[src/rtl/axi_st_csr_pkg.sv]
// Shared constants, write payload type and helpers for the multi-channel AXI-ST CSR block.
package axi_st_csr_pkg;

  localparam int unsigned DATA_W    = 32;
  localparam int unsigned BE_W      = DATA_W / 8;
  localparam int unsigned CH_STRIDE = 32'h100;
  localparam int unsigned OFF_W     = $clog2(CH_STRIDE);

  // Global register offsets (page 0)
  localparam logic [OFF_W-1:0] REG_ID    = 8'h00;
  localparam logic [OFF_W-1:0] REG_CTRL  = 8'h04;
  localparam logic [OFF_W-1:0] REG_LINK  = 8'h08;
  localparam logic [OFF_W-1:0] REG_DLY_X = 8'h0C;
  localparam logic [OFF_W-1:0] REG_DLY_Y = 8'h10;
  localparam logic [OFF_W-1:0] REG_DLY_Z = 8'h14;

  // Per-channel offsets within a channel page
  localparam logic [OFF_W-1:0] CH_CTRL       = 8'h00;
  localparam logic [OFF_W-1:0] CH_STAT       = 8'h04;
  localparam logic [OFF_W-1:0] CH_BEATS      = 8'h08;
  localparam logic [OFF_W-1:0] CAP_FIRST_OFF = 8'h40;
  localparam logic [OFF_W-1:0] CAP_LAST_OFF  = 8'h80;

  localparam int unsigned GCTRL_SRST_BIT = 0;
  localparam int unsigned CTRL_EN_BIT    = 0;
  localparam int unsigned CTRL_SEL_LSB   = 1;
  localparam int unsigned CTRL_CNTUS_BIT = 3;
  localparam int unsigned CTRL_CNT_LSB   = 8;
  localparam int unsigned CTRL_ARM_BIT   = 31;
  localparam int unsigned STAT_PASS_LSB  = 0;
  localparam int unsigned STAT_ALIGN_BIT = 2;
  localparam int unsigned STAT_FIRST_BIT = 4;

  localparam logic [7:0] ID_TAG = 8'hA5;
  localparam logic [7:0] ID_VER = 8'h01;

  typedef struct packed {
    logic [OFF_W-1:0]  off;
    logic [DATA_W-1:0] data;
    logic [BE_W-1:0]   be;
  } csr_wr_t;

  function automatic logic [DATA_W-1:0] be_merge(input logic [DATA_W-1:0] cur,
                                                 input logic [DATA_W-1:0] nxt,
                                                 input logic [BE_W-1:0]   be);
    logic [DATA_W-1:0] r;
    r = cur;
    for (int i = 0; i < int'(BE_W); i++) begin
      if (be[i]) r[8*i +: 8] = nxt[8*i +: 8];
    end
    return r;
  endfunction

endpackage

[src/rtl/axi_st_csr_chan.sv]
// One channel bank: pattern-gen controls, sticky status, capture window, beat counter, read mux.
module axi_st_csr_chan
  import axi_st_csr_pkg::*;
#(
  parameter int unsigned CAP_W = 512
) (
  input  logic              clk,
  input  logic              rst_n,
  input  logic              wr_en,
  input  csr_wr_t           wr,
  input  logic [OFF_W-1:0]  rd_off,
  output logic [DATA_W-1:0] rd_data_c,
  input  logic [1:0]        chkr_pass,
  input  logic              align_error,
  input  logic [CAP_W-1:0]  cap_data,
  input  logic              cap_valid,
  output logic              patgen_en,
  output logic [1:0]        patgen_sel,
  output logic [8:0]        patgen_cnt,
  output logic              cntuspatt_en
);

  localparam int unsigned NW    = CAP_W / DATA_W;
  localparam int unsigned IDX_W = (NW > 1) ? $clog2(NW) : 1;
  localparam logic [31:0] BEATS_MAX = '1;

  logic [NW-1:0][DATA_W-1:0] first_q;
  logic [NW-1:0][DATA_W-1:0] last_q;
  logic              first_cap;
  logic              align_sticky;
  logic [31:0]       beats;
  logic              ctrl_wr;
  logic              arm;
  logic              stat_clr;
  logic [IDX_W-1:0]  win_idx;
  logic              win_ok;
  logic              unused_c;

  assign ctrl_wr  = wr_en && (wr.off == CH_CTRL);
  assign arm      = ctrl_wr && wr.be[3] && wr.data[CTRL_ARM_BIT];
  assign stat_clr = wr_en && (wr.off == CH_STAT) && wr.be[0] && wr.data[STAT_ALIGN_BIT];
  assign win_idx  = rd_off[2 +: IDX_W];
  assign win_ok   = {1'b0, rd_off[5:2]} < 5'(NW);
  assign unused_c = ^{wr.data[30:17], wr.data[7:4]};

  // Control fields, byte-lane gated
  always_ff @(posedge clk or negedge rst_n) begin
    if (!rst_n) begin
      patgen_en    <= 1'b0;
      patgen_sel   <= '0;
      patgen_cnt   <= '0;
      cntuspatt_en <= 1'b0;
    end else if (ctrl_wr) begin
      if (wr.be[0]) begin
        patgen_en    <= wr.data[CTRL_EN_BIT];
        patgen_sel   <= wr.data[CTRL_SEL_LSB +: 2];
        cntuspatt_en <= wr.data[CTRL_CNTUS_BIT];
      end
      if (wr.be[1]) patgen_cnt[7:0] <= wr.data[CTRL_CNT_LSB +: 8];
      if (wr.be[2]) patgen_cnt[8]   <= wr.data[CTRL_CNT_LSB + 8];
    end
  end

  // Sticky alignment error: a new error beats a simultaneous clear
  always_ff @(posedge clk or negedge rst_n) begin
    if (!rst_n)          align_sticky <= 1'b0;
    else if (align_error) align_sticky <= 1'b1;
    else if (stat_clr)   align_sticky <= 1'b0;
  end

  // Capture window; arm drops any beat arriving in the same cycle
  always_ff @(posedge clk or negedge rst_n) begin
    if (!rst_n) begin
      first_q   <= '0;
      last_q    <= '0;
      first_cap <= 1'b0;
      beats     <= '0;
    end else if (arm) begin
      first_cap <= 1'b0;
      beats     <= '0;
    end else if (cap_valid) begin
      last_q <= cap_data;
      if (!first_cap) begin
        first_q   <= cap_data;
        first_cap <= 1'b1;
      end
      if (beats != BEATS_MAX) beats <= beats + 32'd1;
    end
  end

  always_comb begin
    rd_data_c = '0;
    if (rd_off == CH_CTRL) begin
      rd_data_c[CTRL_EN_BIT]          = patgen_en;
      rd_data_c[CTRL_SEL_LSB +: 2]    = patgen_sel;
      rd_data_c[CTRL_CNTUS_BIT]       = cntuspatt_en;
      rd_data_c[CTRL_CNT_LSB +: 9]    = patgen_cnt;
    end else if (rd_off == CH_STAT) begin
      rd_data_c[STAT_PASS_LSB +: 2]   = chkr_pass;
      rd_data_c[STAT_ALIGN_BIT]       = align_sticky;
      rd_data_c[STAT_FIRST_BIT]       = first_cap;
    end else if (rd_off == CH_BEATS) begin
      rd_data_c = beats;
    end else if (win_ok && (rd_off[7:6] == CAP_FIRST_OFF[7:6])) begin
      rd_data_c = first_q[win_idx];
    end else if (win_ok && (rd_off[7:6] == CAP_LAST_OFF[7:6])) begin
      rd_data_c = last_q[win_idx];
    end
  end

endmodule

[src/rtl/axi_st_csr_mc.sv]
// Multi-channel AXI-ST CSR block: Avalon-MM slave, global registers, soft-reset pulser, channel banks.
module axi_st_csr_mc
  import axi_st_csr_pkg::*;
#(
  parameter int unsigned NUM_CH    = 2,
  parameter int unsigned CAP_W     = 512,
  parameter int unsigned ADDR_W    = 16,
  parameter int unsigned RST_PULSE = 16
) (
  input  logic                    clk,
  input  logic                    rst_n,
  input  logic [ADDR_W-1:0]       avmm_address,
  input  logic                    avmm_read,
  input  logic                    avmm_write,
  input  logic [31:0]             avmm_writedata,
  input  logic [3:0]              avmm_byteenable,
  output logic [31:0]             avmm_readdata,
  output logic                    avmm_readdatavalid,
  output logic                    avmm_waitrequest,
  input  logic [2*NUM_CH-1:0]     chkr_pass,
  input  logic [NUM_CH-1:0]       align_error,
  input  logic [3:0]              link_online,
  input  logic [NUM_CH*CAP_W-1:0] cap_data,
  input  logic [NUM_CH-1:0]       cap_valid,
  output logic [31:0]             o_delay_x_value,
  output logic [31:0]             o_delay_y_value,
  output logic [31:0]             o_delay_z_value,
  output logic                    axist_rstn_out,
  output logic [NUM_CH-1:0]       csr_patgen_en,
  output logic [2*NUM_CH-1:0]     csr_patgen_sel,
  output logic [9*NUM_CH-1:0]     csr_patgen_cnt,
  output logic [NUM_CH-1:0]       csr_cntuspatt_en
);

  localparam int unsigned PAGE_W  = ADDR_W - OFF_W;
  localparam int unsigned CH_W    = (NUM_CH > 1) ? $clog2(NUM_CH) : 1;
  localparam int unsigned PULSE_W = 8;

  logic                    wr_acc;
  logic                    rd_acc;
  logic [PAGE_W-1:0]       page;
  logic [OFF_W-1:0]        off;
  logic                    glb_hit;
  logic                    ch_hit;
  logic [CH_W-1:0]         ch_idx;
  logic                    srst_wr;
  logic [PULSE_W-1:0]      pulse_cnt;
  csr_wr_t                 wr;
  logic [DATA_W-1:0]       ch_rd [NUM_CH];
  logic [DATA_W-1:0]       glb_rd_c;
  logic                    s1_vld;
  logic                    s1_glb;
  logic                    s1_ch_hit;
  logic [CH_W-1:0]         s1_ch;
  logic [OFF_W-1:0]        s1_off;
  logic                    unused_c;

  // A write takes priority over a simultaneous read
  assign wr_acc   = avmm_write && !avmm_waitrequest;
  assign rd_acc   = avmm_read && !avmm_write && !avmm_waitrequest;
  assign page     = avmm_address[ADDR_W-1:OFF_W];
  assign off      = {avmm_address[OFF_W-1:2], 2'b00};
  assign glb_hit  = (page == '0);
  assign ch_hit   = (page != '0) && (page <= PAGE_W'(NUM_CH));
  assign ch_idx   = CH_W'(page - PAGE_W'(1));
  assign wr       = '{off: off, data: avmm_writedata, be: avmm_byteenable};
  assign srst_wr  = wr_acc && glb_hit && (off == REG_CTRL) && avmm_byteenable[0]
                    && avmm_writedata[GCTRL_SRST_BIT];
  assign unused_c = ^avmm_address[1:0];

  always_ff @(posedge clk or negedge rst_n) begin
    if (!rst_n) begin
      o_delay_x_value <= '0;
      o_delay_y_value <= '0;
      o_delay_z_value <= '0;
    end else if (wr_acc && glb_hit) begin
      case (off)
        REG_DLY_X: o_delay_x_value <= be_merge(o_delay_x_value, avmm_writedata, avmm_byteenable);
        REG_DLY_Y: o_delay_y_value <= be_merge(o_delay_y_value, avmm_writedata, avmm_byteenable);
        REG_DLY_Z: o_delay_z_value <= be_merge(o_delay_z_value, avmm_writedata, avmm_byteenable);
        default: ;
      endcase
    end
  end

  // Datapath reset pulse; a trigger reloads the counter even mid-pulse
  always_ff @(posedge clk or negedge rst_n) begin
    if (!rst_n) begin
      pulse_cnt      <= PULSE_W'(RST_PULSE);
      axist_rstn_out <= 1'b0;
    end else if (srst_wr) begin
      pulse_cnt      <= PULSE_W'(RST_PULSE);
      axist_rstn_out <= 1'b0;
    end else begin
      if (pulse_cnt != '0) pulse_cnt <= pulse_cnt - PULSE_W'(1);
      axist_rstn_out <= (pulse_cnt <= PULSE_W'(1));
    end
  end

  for (genvar c = 0; c < NUM_CH; c++) begin : g_ch
    axi_st_csr_chan #(.CAP_W(CAP_W)) u_chan (
      .clk          (clk),
      .rst_n        (rst_n),
      .wr_en        (wr_acc && ch_hit && (ch_idx == CH_W'(c))),
      .wr           (wr),
      .rd_off       (s1_off),
      .rd_data_c    (ch_rd[c]),
      .chkr_pass    (chkr_pass[2*c +: 2]),
      .align_error  (align_error[c]),
      .cap_data     (cap_data[c*CAP_W +: CAP_W]),
      .cap_valid    (cap_valid[c]),
      .patgen_en    (csr_patgen_en[c]),
      .patgen_sel   (csr_patgen_sel[2*c +: 2]),
      .patgen_cnt   (csr_patgen_cnt[9*c +: 9]),
      .cntuspatt_en (csr_cntuspatt_en[c])
    );
  end

  always_comb begin
    glb_rd_c = '0;
    case (s1_off)
      REG_ID:    glb_rd_c = {ID_TAG, 8'(NUM_CH), 8'(CAP_W / DATA_W), ID_VER};
      REG_LINK:  glb_rd_c = {28'b0, link_online};
      REG_DLY_X: glb_rd_c = o_delay_x_value;
      REG_DLY_Y: glb_rd_c = o_delay_y_value;
      REG_DLY_Z: glb_rd_c = o_delay_z_value;
      default:   glb_rd_c = '0;
    endcase
  end

  // Two-stage read: decode, then mux; stall keeps one read in flight
  always_ff @(posedge clk or negedge rst_n) begin
    if (!rst_n) begin
      s1_vld             <= 1'b0;
      s1_glb             <= 1'b0;
      s1_ch_hit          <= 1'b0;
      s1_ch              <= '0;
      s1_off             <= '0;
      avmm_waitrequest   <= 1'b0;
      avmm_readdatavalid <= 1'b0;
      avmm_readdata      <= '0;
    end else begin
      s1_vld             <= rd_acc;
      avmm_waitrequest   <= rd_acc || s1_vld;
      avmm_readdatavalid <= s1_vld;
      if (rd_acc) begin
        s1_glb    <= glb_hit;
        s1_ch_hit <= ch_hit;
        s1_ch     <= ch_idx;
        s1_off    <= off;
      end
      if (s1_vld) avmm_readdata <= s1_glb ? glb_rd_c : (s1_ch_hit ? ch_rd[s1_ch] : '0);
    end
  end

endmodule
[config.mk]
export PLATFORM = sky130hd
export DESIGN_NAME = axi_st_csr_mc
export DESIGN_NICKNAME = d
export VERILOG_FILES = /design/src/rtl/axi_st_csr_pkg.sv /design/src/rtl/axi_st_csr_chan.sv /design/src/rtl/axi_st_csr_mc.sv
export SDC_FILE = /design/constraint.sdc
export NUM_CORES = 2
export LEC_CHECK = 0
export CORE_AREA = 2 2 490 492
export DETAILED_ROUTE_END_ITERATION = 7
export DIE_AREA = 0 0 492 494
export PLACE_DENSITY = 0.66
export SETUP_SLACK_MARGIN = 0.02
export SLEW_MARGIN = 20
export SYNTH_ARGS = -nofsm -noshare
export SYNTH_HDL_FRONTEND = slang
export SYNTH_HIERARCHICAL = 1
export SYNTH_SLANG_ARGS = --single-unit
[constraint.sdc]
create_clock -name clk -period 3.6 [get_ports clk]
set_input_delay 1.08 -clock clk [delete_from_list [all_inputs] [get_ports clk]]
set_output_delay 1.08 -clock clk [all_outputs]
set_load 0.01 [all_outputs]
==> load_flow_metrics.sql <==
INSERT INTO impl_metrics (metric_group, metric, value, unit) VALUES
('power', 'power.total', '73.63', 'mW'),
('layout', 'layout.cells.most_common', 'sky130_fd_sc_hd__dfrtp_1', ''),
('synthesis', 'synth_seq_area_share', '54.74', '%'),
('cts', 'cts.sink_count', '2291', ''),
('floorplanning', 'floorplan.die_area', '243000', 'sq um'),
('global_route', 'number_of_antenna_violations_at_the_first_check_in_global_routing', '324', ''),
('cts', 'cts_max_path_buffers', '4', ''),
('placed_design', 'dp.cells', '11064', ''),
('placed_design', 'gpl_wtd_cong', '0.9664', ''),
('power', 'p_leak', '55.31', 'nW'),
('power', 'p_switching', '20.90', 'mW'),
('status', 'violations', 'setup timing', ''),
('synthesis', 'postSynth.asyncResetShare', '100.0', '%'),
('synthesis', 'netlist_area', '104700', 'sq um'),
('global_route', 'grt_overflow', '0', ''),
('placed_design', 'preCtsSetupSlack', '-0.8640', 'ns'),
('layout', 'post_route_non_filler_standard_cell_count', '11685', ''),
('critical_path', 'timing.setup.critical_path_class', 'flop to flop', ''),
('global_route', 'grt_first_pass_wirelength', '547.0', 'mm'),
('power', 'combinationalPowerShare', '22.8', '%'),
('layout', 'mostFrequentLayoutCells', '2285 x sky130_fd_sc_hd__dfrtp_1, 2230 x sky130_fd_sc_hd__mux2_2, 1245 x sky130_fd_sc_hd__clkdlybuf4s50_1', ''),
('synthesis', 'average_footprint_of_a_synthesized_cell', '15.87', 'sq um'),
('layout', 'synthToLayoutAreaGrowth', '27.34', '%'),
('power', 'pwr-share-clk', '36.5', '%'),
('sta', 'timing.slew.headroom', '27.25', '%'),
('layout', 'num-nets-final', '9296', ''),
('cts', 'cts_tree', 'built', ''),
('cts', 'cts_htree_levels', '5', ''),
('layout', 'num-fill-cells', '18941', ''),
('global_route', 'grt_max_degree', '102', ''),
('critical_path', 'r2r_setup_slack', '-0.008', 'ns'),
('synthesis', 'count_of_flip_flops_with_a_built_in_enable_after_synthesis', '0', ''),
('global_route', 'groute.usage.overall', '31.85', '%'),
('route', 'drt-vias-per-instance', '5.891', ''),
('layout', 'layout-drive-gt1-share', '45.00', '%'),
('cts', 'cts_root_buffer', 'sky130_fd_sc_hd__clkbuf_16', ''),
('floorplanning', 'design.core.area', '237400', 'sq um'),
('power', 'power.density_cell_area', '552.1', 'nW/um^2'),
('sta', 'timing.final.crit_share', '100.2', '%'),
('floorplanning', 'fp.dieW', '492', 'microns'),
('status', 'run_status', 'complete, but fails checks', ''),
('critical_path', 'cp_data_arrival_time', '4.37', 'ns'),
('synthesis', 'postSynth.topFlopCell', 'sky130_fd_sc_hd__dfrtp_1', ''),
('floorplanning', 'die_y', '494', 'microns'),
('sta', 'post_route_worst_setup_slack', '-0.008066', 'ns'),
('synthesis', 'synth_cells', '6600', ''),
('layout', 'seq_area', '57350', 'sq um'),
('floorplanning', 'row_count', '179', ''),
('sta', 'slew_viol_final', '0', ''),
('sta', 'fmax', '277.2', 'MHz'),
('job', 'max-cap-violations', '0', ''),
('sta', 'timing_hold_violations_final', '0', ''),
('power', 'peakVddDrop', '412.3', 'uV'),
('route', 'drt-initial-drc-count', '5121', ''),
('synthesis', 'yosys_warnings', '6', ''),
('cts', 'clk_pin_slew_worst_paths', '0.06', 'ns'),
('route', 'ant_nets', '0', ''),
('critical_path', 'path_max_fanout', '25', ''),
('sta', 'post-route-min-period', '3.608', 'ns'),
('critical_path', 'critPathCaptureType', 'flop', ''),
('route', 'routedWlPerCell', '33.59', 'microns'),
('sta', 'setup_viol', '1', ''),
('power', 'netSwitchingFraction', '28.38', '%'),
('sta', 'fin_worst_hold_slack', '0.1299', 'ns'),
('cts', 'cts_buffer_count', '276', ''),
('floorplanning', 'top_level_ports', '1249', ''),
('sta', 'rsz_0062_raised_after_global_routing', 'true', ''),
('floorplanning', 'initial_core_util', '44.12', '%'),
('placed_design', 'hpwl', '308.8', 'mm'),
('route', 'num_vias', '68836', ''),
('layout', 'multiInputGateArea', '44890', 'sq um');
## cells in the mapped netlist (35+ instances only)
cell	count	area share, %
sky130_fd_sc_hd__nor2_1	99	0.35
sky130_fd_sc_hd__xor2_1	35	0.29
sky130_fd_sc_hd__buf_6	94	1.0
sky130_fd_sc_hd__clkbuf_1	106	0.38
sky130_fd_sc_hd__dfrtp_1	2290	55
sky130_fd_sc_hd__buf_2	213	1.0
sky130_fd_sc_hd__nand2_1	123	0.44
sky130_fd_sc_hd__o21ai_0	53	0.25
sky130_fd_sc_hd__mux2i_1	171	1.6
sky130_fd_sc_hd__a21oi_1	93	0.44
sky130_fd_sc_hd__a221oi_1	35	0.29
sky130_fd_sc_hd__mux4_2	546	12
sky130_fd_sc_hd__nand3_1	62	0.30
sky130_fd_sc_hd__mux2_2	2231	24
sky130_fd_sc_hd__nor3_1	36	0.17
## final cells by class
| cell class | count | area share [%] |
|---|---|---|
| clock buffers | 406 | 6.072 |
| clock inverters | 59 | 0.3921 |
| multi-input cells | 3861 | 33.66 |
| inverters | 9 | 0.02533 |
| repair buffers | 1761 | 13.64 |
| flip-flops and latches | 2291 | 43.00 |
| well taps | 3167 | 2.971 |
| diodes | 131 | 0.2458 |
## kinds of logic after synthesis
group / Yosys count / share of synthesized area, %
compound gates: 359 / 2.312
xor+xnor: 55 / 0.4599
fa+ha+maj: 4 / 0.04779
buf+inv: 459 / 2.623
flops: 2291 / 54.74
mux: 2948 / 37.36
other cells: 1 / 0.003580
simple gates: 483 / 2.451
## metal layers
metal / share of wire, % / vias to the layer above / wire length, microns / GRT usage [%]
li1: - / 28258 / - / -
met1: 41 / 36764 / 160200 / 41.78
met2: 45 / 2692 / 177200 / 47.57
met3: 8.2 / 924 / 32010 / 9.578
met4: 5.6 / 198 / 21790 / 17.25
met5: 0.32 / - / 1253 / 0
## per-stage QoR
step	utilization [%]	cell area (sq um)	setup TNS [ns]
2_1_floorplan	-	104800	0
3_3_place_gp	52.21	124000	-1382.93
3_5_place_dp	52.21	124000	-1397.73
4_1_cts	55.90	132700	0
5_1_grt	56.14	133300	-0.07640
6_report	56.18	133400	-0.008066
## critical path, stage by stage, from the launching register on
cell	delay, ns
sky130_fd_sc_hd__dfrtp_4	0.44
sky130_fd_sc_hd__buf_12	0.11
sky130_fd_sc_hd__buf_12	0.13
sky130_fd_sc_hd__buf_12	0.17
sky130_fd_sc_hd__buf_16	0.24
sky130_fd_sc_hd__mux4_2	0.53
sky130_fd_sc_hd__mux2_2	0.32
sky130_fd_sc_hd__o21ai_0	0.30
sky130_fd_sc_hd__a221oi_1	0.13
sky130_fd_sc_hd__a21o_2	0.32
sky130_fd_sc_hd__mux2_2	0.34
sky130_fd_sc_hd__a21oi_1	0.32
sky130_fd_sc_hd__nor3_1	0.08
## power by group through the flow
stage	Combinational, mW	Clock (mW)	Sequential (mW)
final	16.8	26.9	29.9
after detailed placement	16.4	0	30.4
after CTS	16.6	27.3	29.9
after floorplan	8.50	0	29.8
after global routing	17.4	28.3	30.2
after global placement	16.2	0	30.2
## flip-flops by register name, indices dropped and copies added, names as in the netlist, 2 cells and up
| register | cells |
|---|---|
| g_ch.u_chan/patgen_en | 2 |
| g_ch.u_chan/beats | 64 |
| o_delay_y_value | 32 |
| g_ch.u_chan/patgen_sel | 4 |
| o_delay_z_value | 32 |
| g_ch.u_chan/align_sticky | 2 |
| g_ch.u_chan/cntuspatt_en | 2 |
| o_delay_x_value | 32 |
| g_ch.u_chan/first_q | 1024 |
| pulse_cnt | 8 |
| g_ch.u_chan/first_cap | 2 |
| avmm_readdata | 32 |
| s1_off | 6 |
| g_ch.u_chan/patgen_cnt | 18 |
| g_ch.u_chan/last_q | 1024 |
## repair_timing
action	in CTS	in global routing
endpoints found under the setup margin	24	97
resized for setup	22	30
setup buffers	3	21
pin swaps	0	1
cloned	0	1
## final timing paths
| kind | start | cells after the start | endpoint |
|---|---|---|---|
| max | s1_off[2] | 12 | avmm_readdata[25] |
| max reg2reg | s1_off[2] | 12 | avmm_readdata[25] |
| min reg2reg | g_ch[1].u_chan/last_q[223] | 1 | g_ch[1].u_chan/last_q[223] |
| max in group asynchronous | rst_n | 3 | g_ch[0].u_chan/last_q[18] |
| min | rst_n | 1 | g_ch[1].u_chan/last_q[180] |
| min in group clk | g_ch[1].u_chan/last_q[223] | 1 | g_ch[1].u_chan/last_q[223] |
(Power assumes the default switching activity.)
